## src/rtl/calc_pkg.sv

```systemverilog
// Shared definitions for the calculator keypad producer and core unit:
// key codes, entry-state encodings and operand sizing.
package calc_pkg;

  localparam int VAL_W          = 16;
  localparam int MAX_DIGITS_DEF = 3;

  localparam logic [3:0] KEY_ADD = 4'hA;
  localparam logic [3:0] KEY_SUB = 4'hB;
  localparam logic [3:0] KEY_AND = 4'hC;
  localparam logic [3:0] KEY_OR  = 4'hD;
  localparam logic [3:0] KEY_CMP = 4'hE;
  localparam logic [3:0] KEY_EQ  = 4'hF;

  typedef enum logic [1:0] {
    ST_IDLE = 2'd0,
    ST_SRC  = 2'd1,
    ST_OP   = 2'd2,
    ST_DST  = 2'd3
  } entry_state_t;

  function automatic logic is_digit(input logic [3:0] k);
    return (k <= 4'd9);
  endfunction

  function automatic logic is_oper(input logic [3:0] k);
    return (k >= KEY_ADD) && (k <= KEY_CMP);
  endfunction

endpackage

```

## src/rtl/dec_accumulate.sv

```systemverilog
// Appends one decimal digit to a binary operand. Leading zeros are not
// counted as digits, and a full operand ignores further digits.
module dec_accumulate
  import calc_pkg::*;
#(
  parameter int MAX_D = MAX_DIGITS_DEF
) (
  input  logic [VAL_W-1:0] i_value,
  input  logic [3:0]       i_digit,
  input  logic [1:0]       i_count,
  output logic [VAL_W-1:0] o_value,
  output logic [1:0]       o_count,
  output logic             o_accept
);

  localparam logic [1:0] LP_MAX = 2'(MAX_D);

  logic [VAL_W-1:0] w_digit_ext;
  assign w_digit_ext = {{(VAL_W-4){1'b0}}, i_digit};

  // value*10 + d built from shifts; a zero value restarts with the new digit
  always_comb begin
    o_value  = i_value;
    o_count  = i_count;
    o_accept = (i_count != LP_MAX);
    if (o_accept) begin
      if (i_value == '0) begin
        o_value = w_digit_ext;
        o_count = 2'd1;
      end else begin
        o_value = (i_value << 3) + (i_value << 1) + w_digit_ext;
        o_count = i_count + 2'd1;
      end
    end
  end

endmodule

```

## src/rtl/key_entry_unit.sv

```systemverilog
// Keypad entry producer: turns key-press events into two operands, an
// operator code, an entry state, a digit count and a finish flag.
//
//  state   | meaning
//  --------+---------------------------------------------
//  ST_IDLE | nothing entered since reset
//  ST_SRC  | collecting digits of the first operand
//  ST_OP   | operator latched, waiting for second operand
//  ST_DST  | collecting digits of the second operand
module key_entry_unit
  import calc_pkg::*;
#(
  parameter int MAX_DIGITS = MAX_DIGITS_DEF
) (
  input  logic       IN_clk,
  input  logic       IN_rst,
  input  logic       IN_key_valid,
  input  logic [3:0] IN_key,
  output logic [7:0] OUT_SRCH,
  output logic [7:0] OUT_SRCL,
  output logic [7:0] OUT_DSTH,
  output logic [7:0] OUT_DSTL,
  output logic [3:0] OUT_ALU_OP,
  output logic       OUT_finish,
  output logic [1:0] OUT_state,
  output logic [1:0] OUT_flag
);

  entry_state_t     r_state;
  logic [VAL_W-1:0] r_src;
  logic [VAL_W-1:0] r_dst;
  logic [3:0]       r_op;
  logic             r_finish;
  logic [1:0]       r_flag;
  logic             r_prev;

  logic             w_evt;
  logic [VAL_W-1:0] w_acc_in;
  logic [VAL_W-1:0] w_acc_value;
  logic [1:0]       w_acc_count;
  logic             w_acc_accept;

  assign w_evt    = IN_key_valid & ~r_prev;
  assign w_acc_in = (r_state == ST_DST) ? r_dst : r_src;

  dec_accumulate #(
    .MAX_D(MAX_DIGITS)
  ) u_acc (
    .i_value (w_acc_in),
    .i_digit (IN_key),
    .i_count (r_flag),
    .o_value (w_acc_value),
    .o_count (w_acc_count),
    .o_accept(w_acc_accept)
  );

  // Entry FSM with edge-detected key events. The history register follows
  // the key level even during reset, so a key held through reset must be
  // released and pressed again before it counts.
  always_ff @(posedge IN_clk) begin
    if (IN_rst) begin
      r_state  <= ST_IDLE;
      r_src    <= '0;
      r_dst    <= '0;
      r_op     <= '0;
      r_finish <= 1'b0;
      r_flag   <= '0;
      r_prev   <= IN_key_valid;
    end else begin
      r_prev <= IN_key_valid;
      if (w_evt) begin
        if (is_digit(IN_key)) begin
          if (r_state == ST_IDLE || r_finish) begin
            r_src    <= {{(VAL_W-4){1'b0}}, IN_key};
            r_dst    <= '0;
            r_op     <= '0;
            r_finish <= 1'b0;
            r_flag   <= 2'd1;
            r_state  <= ST_SRC;
          end else begin
            case (r_state)
              ST_SRC: begin
                if (w_acc_accept) begin
                  r_src  <= w_acc_value;
                  r_flag <= w_acc_count;
                end
              end
              ST_OP: begin
                r_dst   <= {{(VAL_W-4){1'b0}}, IN_key};
                r_flag  <= 2'd1;
                r_state <= ST_DST;
              end
              ST_DST: begin
                if (w_acc_accept) begin
                  r_dst  <= w_acc_value;
                  r_flag <= w_acc_count;
                end
              end
              default: ;
            endcase
          end
        end else if (is_oper(IN_key)) begin
          if (!r_finish && (r_state == ST_SRC || r_state == ST_OP)) begin
            r_op    <= IN_key;
            r_state <= ST_OP;
          end
        end else if (IN_key == KEY_EQ) begin
          if (!r_finish && r_state == ST_DST) begin
            r_finish <= 1'b1;
          end
        end
      end
    end
  end

  assign OUT_SRCH   = r_src[15:8];
  assign OUT_SRCL   = r_src[7:0];
  assign OUT_DSTH   = r_dst[15:8];
  assign OUT_DSTL   = r_dst[7:0];
  assign OUT_ALU_OP = r_op;
  assign OUT_finish = r_finish;
  assign OUT_state  = r_state;
  assign OUT_flag   = r_flag;

endmodule

```

## config.mk

```make
export PLATFORM = sky130hd
export DESIGN_NAME = key_entry_unit
export DESIGN_NICKNAME = d
export VERILOG_FILES = /design/src/rtl/calc_pkg.sv /design/src/rtl/dec_accumulate.sv /design/src/rtl/key_entry_unit.sv
export SDC_FILE = /design/constraint.sdc
export NUM_CORES = 1
export LEC_CHECK = 0
export BUFFER_PORTS_ARGS = -buffer_cell sky130_fd_sc_hd__buf_2
export CELL_PAD_IN_SITES_DETAIL_PLACEMENT = 1
export CELL_PAD_IN_SITES_GLOBAL_PLACEMENT = 1
export CORE_ASPECT_RATIO = 0.7
export CORE_MARGIN = 1
export CORE_UTILIZATION = 45
export DETAILED_ROUTE_END_ITERATION = 10
export PLACE_DENSITY_LB_ADDON = 0.1
export SYNTH_ARGS = -nofsm -noshare
export SYNTH_HDL_FRONTEND = slang
export SYNTH_SLANG_ARGS = --single-unit
```

## constraint.sdc

```tcl
create_clock -name IN_clk -period 5.7 [get_ports IN_clk]
set_clock_uncertainty 0.15 [all_clocks]
set_input_delay 0.855 -clock IN_clk [delete_from_list [all_inputs] [get_ports IN_clk]]
set_output_delay 0.855 -clock IN_clk [all_outputs]
set_load 0.005 [all_outputs]
```

=== Yosys cells after proc, flatten, opt, wreduce, memory -nomap -nowiden ===
Cells that the tools add are included.

* Bits in registers: 42
* Input bits: 7
* Output and inout bits: 41
* Word-level logic and storage cells: 73

* Add/sub/neg operators: 3
* Order comparisons: 3
* Eq/ne operators: 10
* Multiplexer cells: 25
* Bitwise operators: 2
* Reduce and logical (&&, ||, !) cells: 23

{| class="wikitable"
|+ Operators with widths
! kind !! count
|-
| $mux 16 || 6
|-
| $pmux 16 s2 || 1
|-
| $reduce_and 4->1 || 5
|-
| $add 16x16->16 || 1
|-
| $add 16x4->16 || 1
|-
| $logic_not 16->1 || 1
|-
| $mux 2 || 8
|-
| $mux 4 || 4
|-
| $reduce_bool 2->1 || 6
|-
| $ne 3x1->1 const B || 3
|-
| $le 4x4->1 const B || 2
|-
| $reduce_bool 3->1 || 2
|-
| $mux 1 || 5
|-
| $reduce_and 5->1 || 1
|-
| $eq 2x2->1 const B || 2
|-
| $eq 4x4->1 const B || 1
|-
| $ge 4x4->1 const B || 1
|-
| $ne 2x2->1 const B || 2
|-
| $pmux 2 s2 || 1
|-
| $logic_and 1x1->1 || 3
|-
| $add 2x1->2 const B || 1
|-
| $eq 2x1->1 const B || 1
|-
| $logic_not 2->1 || 1
|-
| $logic_or 1x1->1 || 2
|-
| other kinds (5) || 5
|}

=== Logic depth before layout (Yosys ltp) ===
* Depth after elaboration: 8
* Gate-level depth with buffers: 13
* Gate-level depth less buffers: 11

=== Hierarchy ===
A second synthesis with hierarchy kept.

* Cells, all modules: 393
* Area total of the unflattened synthesis: 3,219.3 sq um

{| class="wikitable"
|+ By module, submodules not included
! module !! times used !! cells an instance !! area an instance (sq um) !! seq. area each (sq um)
|-
| key_entry_unit || 1 || 234 || 2,018.2 || 840.8
|-
| dec_accumulate || 1 || 159 || 1,201.2 || 0.0
|}

=== Worst setup path before layout ===
No wires, ideal clock.

* Kind: flip-flop to flip-flop
* From: register r_state[1] (netlist: OUT_state[1])
* To: register r_src[13]
* Arrival time: 3.655 ns
* Slack: 1.767 ns
* Stages on the path, launching flop included: 13
* Clock period less this slack: 3.933 ns
* Cell sequence: dfxtp_1 > ha_1 > buf_2 > buf_1 > mux2_2 > fa_1 > ha_1 > a211o_1 > a31oi_1 > nor3_1 > or3_1 > a32oi_1 > nor2_1

* Cells in the longest elaborated chain, start to end: 8
* Elaborated cells between the ends (all ways): 15
* Classes of those cells: 2 x add/sub; 2 x eq/ne; 5 x mux; 6 x reduce/logical

{| class="wikitable"
|+ Ends and longest elaborated chain
! what !! line !! text
|-
| from (decl) || key_entry_unit.sv:29 || <nowiki>entry_state_t r_state;</nowiki>
|-
| from (signal assigned) || key_entry_unit.sv:62 || <nowiki>r_state <= ST_IDLE;</nowiki>
|-
| from (signal assigned) || key_entry_unit.sv:79 || <nowiki>r_state <= ST_SRC;</nowiki>
|-
| from (signal assigned) || key_entry_unit.sv:91 || <nowiki>r_state <= ST_DST;</nowiki>
|-
| $eq 2x2->1 || key_entry_unit.sv:44 || <nowiki>assign w_acc_in = (r_state == ST_DST) ? r_dst : r_src;</nowiki>
|-
| $mux 16 || key_entry_unit.sv:44 ||
|-
| $add 16x16->16 || dec_accumulate.sv:31 || <nowiki>o_value = (i_value << 3) + (i_value << 1) + w_digit_ext;</nowiki>
|-
| $add 16x4->16 || dec_accumulate.sv:31 ||
|-
| $mux 16 || dec_accumulate.sv:27 || <nowiki>if (i_value == '0) begin</nowiki>
|-
| $mux 16 || key_entry_unit.sv:83 || <nowiki>if (w_acc_accept) begin</nowiki>
|-
| $mux 16 || key_entry_unit.sv:81 || <nowiki>case (r_state)</nowiki>
|-
| $mux 16 || key_entry_unit.sv:73 || <nowiki>if (r_state == ST_IDLE || r_finish) begin</nowiki>
|-
| to (signal assigned) || key_entry_unit.sv:74 || <nowiki>r_src <= {{(VAL_W-4){1'b0}}, IN_key};</nowiki>
|-
| to (signal assigned) || key_entry_unit.sv:84 || <nowiki>r_src <= w_acc_value;</nowiki>
|-
| to (decl) || key_entry_unit.sv:30 || <nowiki>logic [VAL_W-1:0] r_src;</nowiki>
|}

Parallel ways exist; a longest one is shown, timed or not. The select of a mux whose other input is x is not followed.
A chain may end at the register's enable or synchronous reset.

=== Worst setup path after layout ===
* From: register r_state[1] (netlist: OUT_state[1])
* To: register r_dst[13]

* Cells in the longest elaborated chain, start to end: 8
* Elaborated cells between the ends (all ways): 15
* Classes of those cells: 2 x add/sub; 3 x eq/ne; 5 x mux; 5 x reduce/logical

{| class="wikitable"
|+ Ends and longest elaborated chain
! what !! line !! text
|-
| $eq 2x2->1 || key_entry_unit.sv:44, key_entry_unit.sv:81 ||
|-
| $mux 16 || key_entry_unit.sv:44 ||
|-
| $add 16x16->16 || dec_accumulate.sv:31 ||
|-
| $add 16x4->16 || dec_accumulate.sv:31 ||
|-
| $mux 16 || dec_accumulate.sv:27 ||
|-
| $mux 16 || key_entry_unit.sv:94 || <nowiki>if (w_acc_accept) begin</nowiki>
|-
| $pmux 16 s2 || key_entry_unit.sv:81 ||
|-
| $mux 16 || key_entry_unit.sv:73 ||
|-
| to (signal assigned) || key_entry_unit.sv:89 || <nowiki>r_dst <= {{(VAL_W-4){1'b0}}, IN_key};</nowiki>
|-
| to (signal assigned) || key_entry_unit.sv:95 || <nowiki>r_dst <= w_acc_value;</nowiki>
|-
| to (decl) || key_entry_unit.sv:31 || <nowiki>logic [VAL_W-1:0] r_dst;</nowiki>
|}

Parallel ways exist; a longest one is shown, timed or not. The select of a mux whose other input is x is not followed.

==> impl_metrics.csv <==
group,metric,value,unit
status,status,"finished, final reports clean",
critical_path,crit_arrival,3.91,ns
yosys,synth_most_common_cell,"dfxtp_1",
critical_path,path_buf_inv,1,
power_and_ir_drop,p_leak,1.57,nW
placement,placed_cell_area,3080,sq um
floorplan,initial_core_util,0.474,
sta,worst_slack,1.81,ns
yosys,syn-num-nets,361,
final_layout,multiInputGateArea,1860,sq um
detailed_routing,finalWirelength,8810,um
floorplan,die_w,95.8,um
final_layout,area_growth,15.1,%
yosys,synth_cell_types,48,
final_layout,final_area,3190,sq um
critical_path,critPathKind,"register to register",
critical_path,cp_num_cells,11,
min_path,holdPathStages,2,
final_layout,drive_gt1_frac,0.214,
yosys,yosys_warnings,0,
clock_network,cts.sinks,42,
global_route,grt_pass1_vias,2577,
critical_path,cp_slowest_cell,"fa_1",
yosys,synthTopCellsByArea,"dfxtp_1, ha_1, mux2_2",
clock_network,cts_tree,"done",
power_and_ir_drop,p_clk_frac,0.394,
yosys,yosys.area.top_type_share,0.304,
global_route,antenna_found_initial,0,
clock_network,clock_path_buffers,2,
critical_path,rr_worst_depth,11,
yosys,synth_edf_count,0,
clock_network,cts_hold_buf,0,
clock_network,cts-root-buf,"clkbuf_8",
sta,rsz0062_at_grt,"false",
sta,setup_violations,0,
clock_network,clkLatencyLatePin,0.30,ns
final_layout,diodes,0,
sta,fin_crit,3.89,ns
floorplan,die_height,67.6,um
detailed_routing,wire_per_inst,20.0,um
final_layout,nFillCells,728,
clock_network,cts_max_level,2,
global_route,grtUsageTotal,0.288,
sta,max_slew_margin,0.159,
critical_path,crit_path_start_kind,"register",
detailed_routing,dr_total_vias,2685,
critical_path,path_max_fanout,23,
yosys,synth_top_area_cell,"dfxtp_1",
sta,worst_pin_slew,1.25,ns
detailed_routing,drt_first_pass_iters,5,
clock_network,cts_setup_buffers,0,
sta,finalSetupTns,0,ns
global_route,grt_overflow,0,
min_path,worstHoldPathType,"register to register",
critical_path,critical_path.endpoint_type,"register",
detailed_routing,drt_iter0_drc,103,
placement,pre_cts_ws,1.85,ns
yosys,synth_ff_type,"dfxtp_1",
sta,max_freq,257,MHz
detailed_routing,drc,0,
power_and_ir_drop,power_density,198,nW/um^2
power_and_ir_drop,swShare,0.262,
yosys,synthCells,321,
floorplan,rows,23,
detailed_routing,drtAntennaViolNets,0,
yosys,async_flop_share,0,
sta,slew_violations,0,
global_route,grt_pass1_wl,13800,um
floorplan,die_area,6480,sq um
detailed_routing,avgViaCountPerCell,6.10,
clock_network,clk_pin_slew,0.09,ns
clock_network,ctsResizeCount,0,
job,maxCapViolations,0,
clock_network,numCtsBuffers,5,
critical_path,crit_path_max_incr_delay,0.52,ns
placement,place_congestion,0.889,
placement,place_hpwl,6770,um
final_layout,seq_area,841,sq um
power_and_ir_drop,switchingPower,165,uW
placement,buffer_ports.inserted,47,
sta,hold_viol,0,
critical_path,crit_path_frequent_cell,"ha_1",
critical_path,cp_cell_sequence,"ha_1 > buf_4 > mux2_2 > fa_1 > ha_1 > a211o_1 > a31oi_1 > nor3_1 > or3_1 > a32oi_1 > nor2_1",
floorplan,boundaryPins,48,
critical_path,crit_family,"adder cells",
power_and_ir_drop,seqPwrFrac,0.477,
yosys,syn_avg_cell_area,8.63,sq um
floorplan,core,5840,sq um
power_and_ir_drop,total_power,632,uW
final_layout,nets,405,
power_and_ir_drop,power_frac_comb,0.129,
power_and_ir_drop,vdd_drop_max,0.124,mV
yosys,synthTopCellsByCount,"dfxtp_1, nor2_1, ha_1",
critical_path,required,5.72,ns
yosys,synth_area,2770,sq um
yosys,yosysSeqAreaShare,0.304,
sta,min_period_over_period,0.683,
power_and_ir_drop,intPower,467,uW
global_route,grt_max_degree,36,
yosys,synth-seq-cells,42,
[per-stage QoR]
stage,hold WS (ns),util,instances
5_1_grt,0.352,0.546,440
3_3_place_gp,0.293,0.527,433
2_1_floorplan,0.303,-,321
3_5_place_dp,0.309,0.527,433
6_report,0.316,0.546,440
4_1_cts,0.321,0.546,440
[final cells by class]
class,instances,area share
clock buffers,6,0.0259
clock inverters,1,0.00942
inverters,6,0.00706
multi-input cells,260,0.584
flip-flops and latches,42,0.264
well taps,75,0.0294
repair buffers,50,0.0808
[cell families after synthesis]
family / after synthesis / synth area share
AO/OA/AOI/OAI: 84 / 0.202
XOR/XNOR: 9 / 0.0285
adder cells (fa/ha/maj): 33 / 0.154
buffers and inverters: 19 / 0.0266
flip-flops: 42 / 0.304
multiplexers: 23 / 0.0899
AND/OR/NAND/NOR: 111 / 0.195
[power groups by stage]
stage | combinational [mW] | sequential [mW] | clock [mW]
2_1_floorplan | 0.0522 | 0.308 | 0
3_3_place_gp | 0.0767 | 0.308 | 0
3_5_place_dp | 0.0796 | 0.309 | 0
4_1_cts | 0.0806 | 0.302 | 0.255
5_1_grt | 0.0901 | 0.303 | 0.263
6_report | 0.0815 | 0.302 | 0.249
[per-layer routing]
metal / up-vias / global-route usage / routed length, um
met5: - / 0 / 0
li1: 1284 / - / -
met1: 1319 / 0.430 / 4580
met3: 6 / 0.0439 / 442
met4: 0 / 0.0522 / 46
met2: 76 / 0.438 / 3730
[final timing paths]
kind                                     from       endpoint  slack [ns]
worst min-delay path            OUT_ALU_OP[2]  OUT_ALU_OP[2]        0.32
worst max-delay path             OUT_state[1]      r_dst[13]        1.81
worst max register to register   OUT_state[1]      r_dst[13]        1.81
worst min register to register  OUT_ALU_OP[2]  OUT_ALU_OP[2]        0.32
[cell usage in the layout, fill, tap and decap left out, types with 3 or more instances in the layout]
| cell | synthesis | final |
|---|---|---|
| buf_2 | 2 | 47 |
| dfxtp_1 | 42 | 42 |
| nor2_1 | 38 | 38 |
| ha_1 | 31 | 31 |
| nand2_1 | 24 | 24 |
| a21oi_1 | 22 | 22 |
| mux2_2 | 15 | 15 |
| o21ai_0 | 15 | 15 |
| a22oi_1 | 14 | 14 |
| nand4_1 | 8 | 8 |
| mux2i_1 | 8 | 8 |
| nor4_1 | 8 | 7 |
| nand3_1 | 7 | 7 |
| inv_1 | 6 | 6 |
| xor2_1 | 6 | 6 |
| nor3_1 | 6 | 6 |
| a32oi_1 | 6 | 6 |
| clkbuf_8 | 0 | 6 |
| or3_1 | 5 | 5 |
| a21o_1 | 4 | 4 |
| o21a_1 | 3 | 3 |
| nor2b_1 | 3 | 3 |
| o211ai_1 | 3 | 3 |
| a31oi_1 | 3 | 3 |
| xnor2_1 | 3 | 3 |
| buf_4 | 0 | 3 |
[tightest hold or removal path, delay by kind of cell (launching register included)]
family / cells / cell delay [ns]
and+or+nand+nor: 1 / 0.05
AOI/OAI and AO/OA: 1 / 0.06
DFF: 1 / 0.31
[registers in the layout, indices dropped and copies added, names as in the netlist]
signal / count
r_dst: 16
r_src: 16
OUT_ALU_OP: 4
OUT_flag: 2
OUT_state: 2
OUT_finish: 1
r_prev: 1
Power figures use the tool's default switching activity.
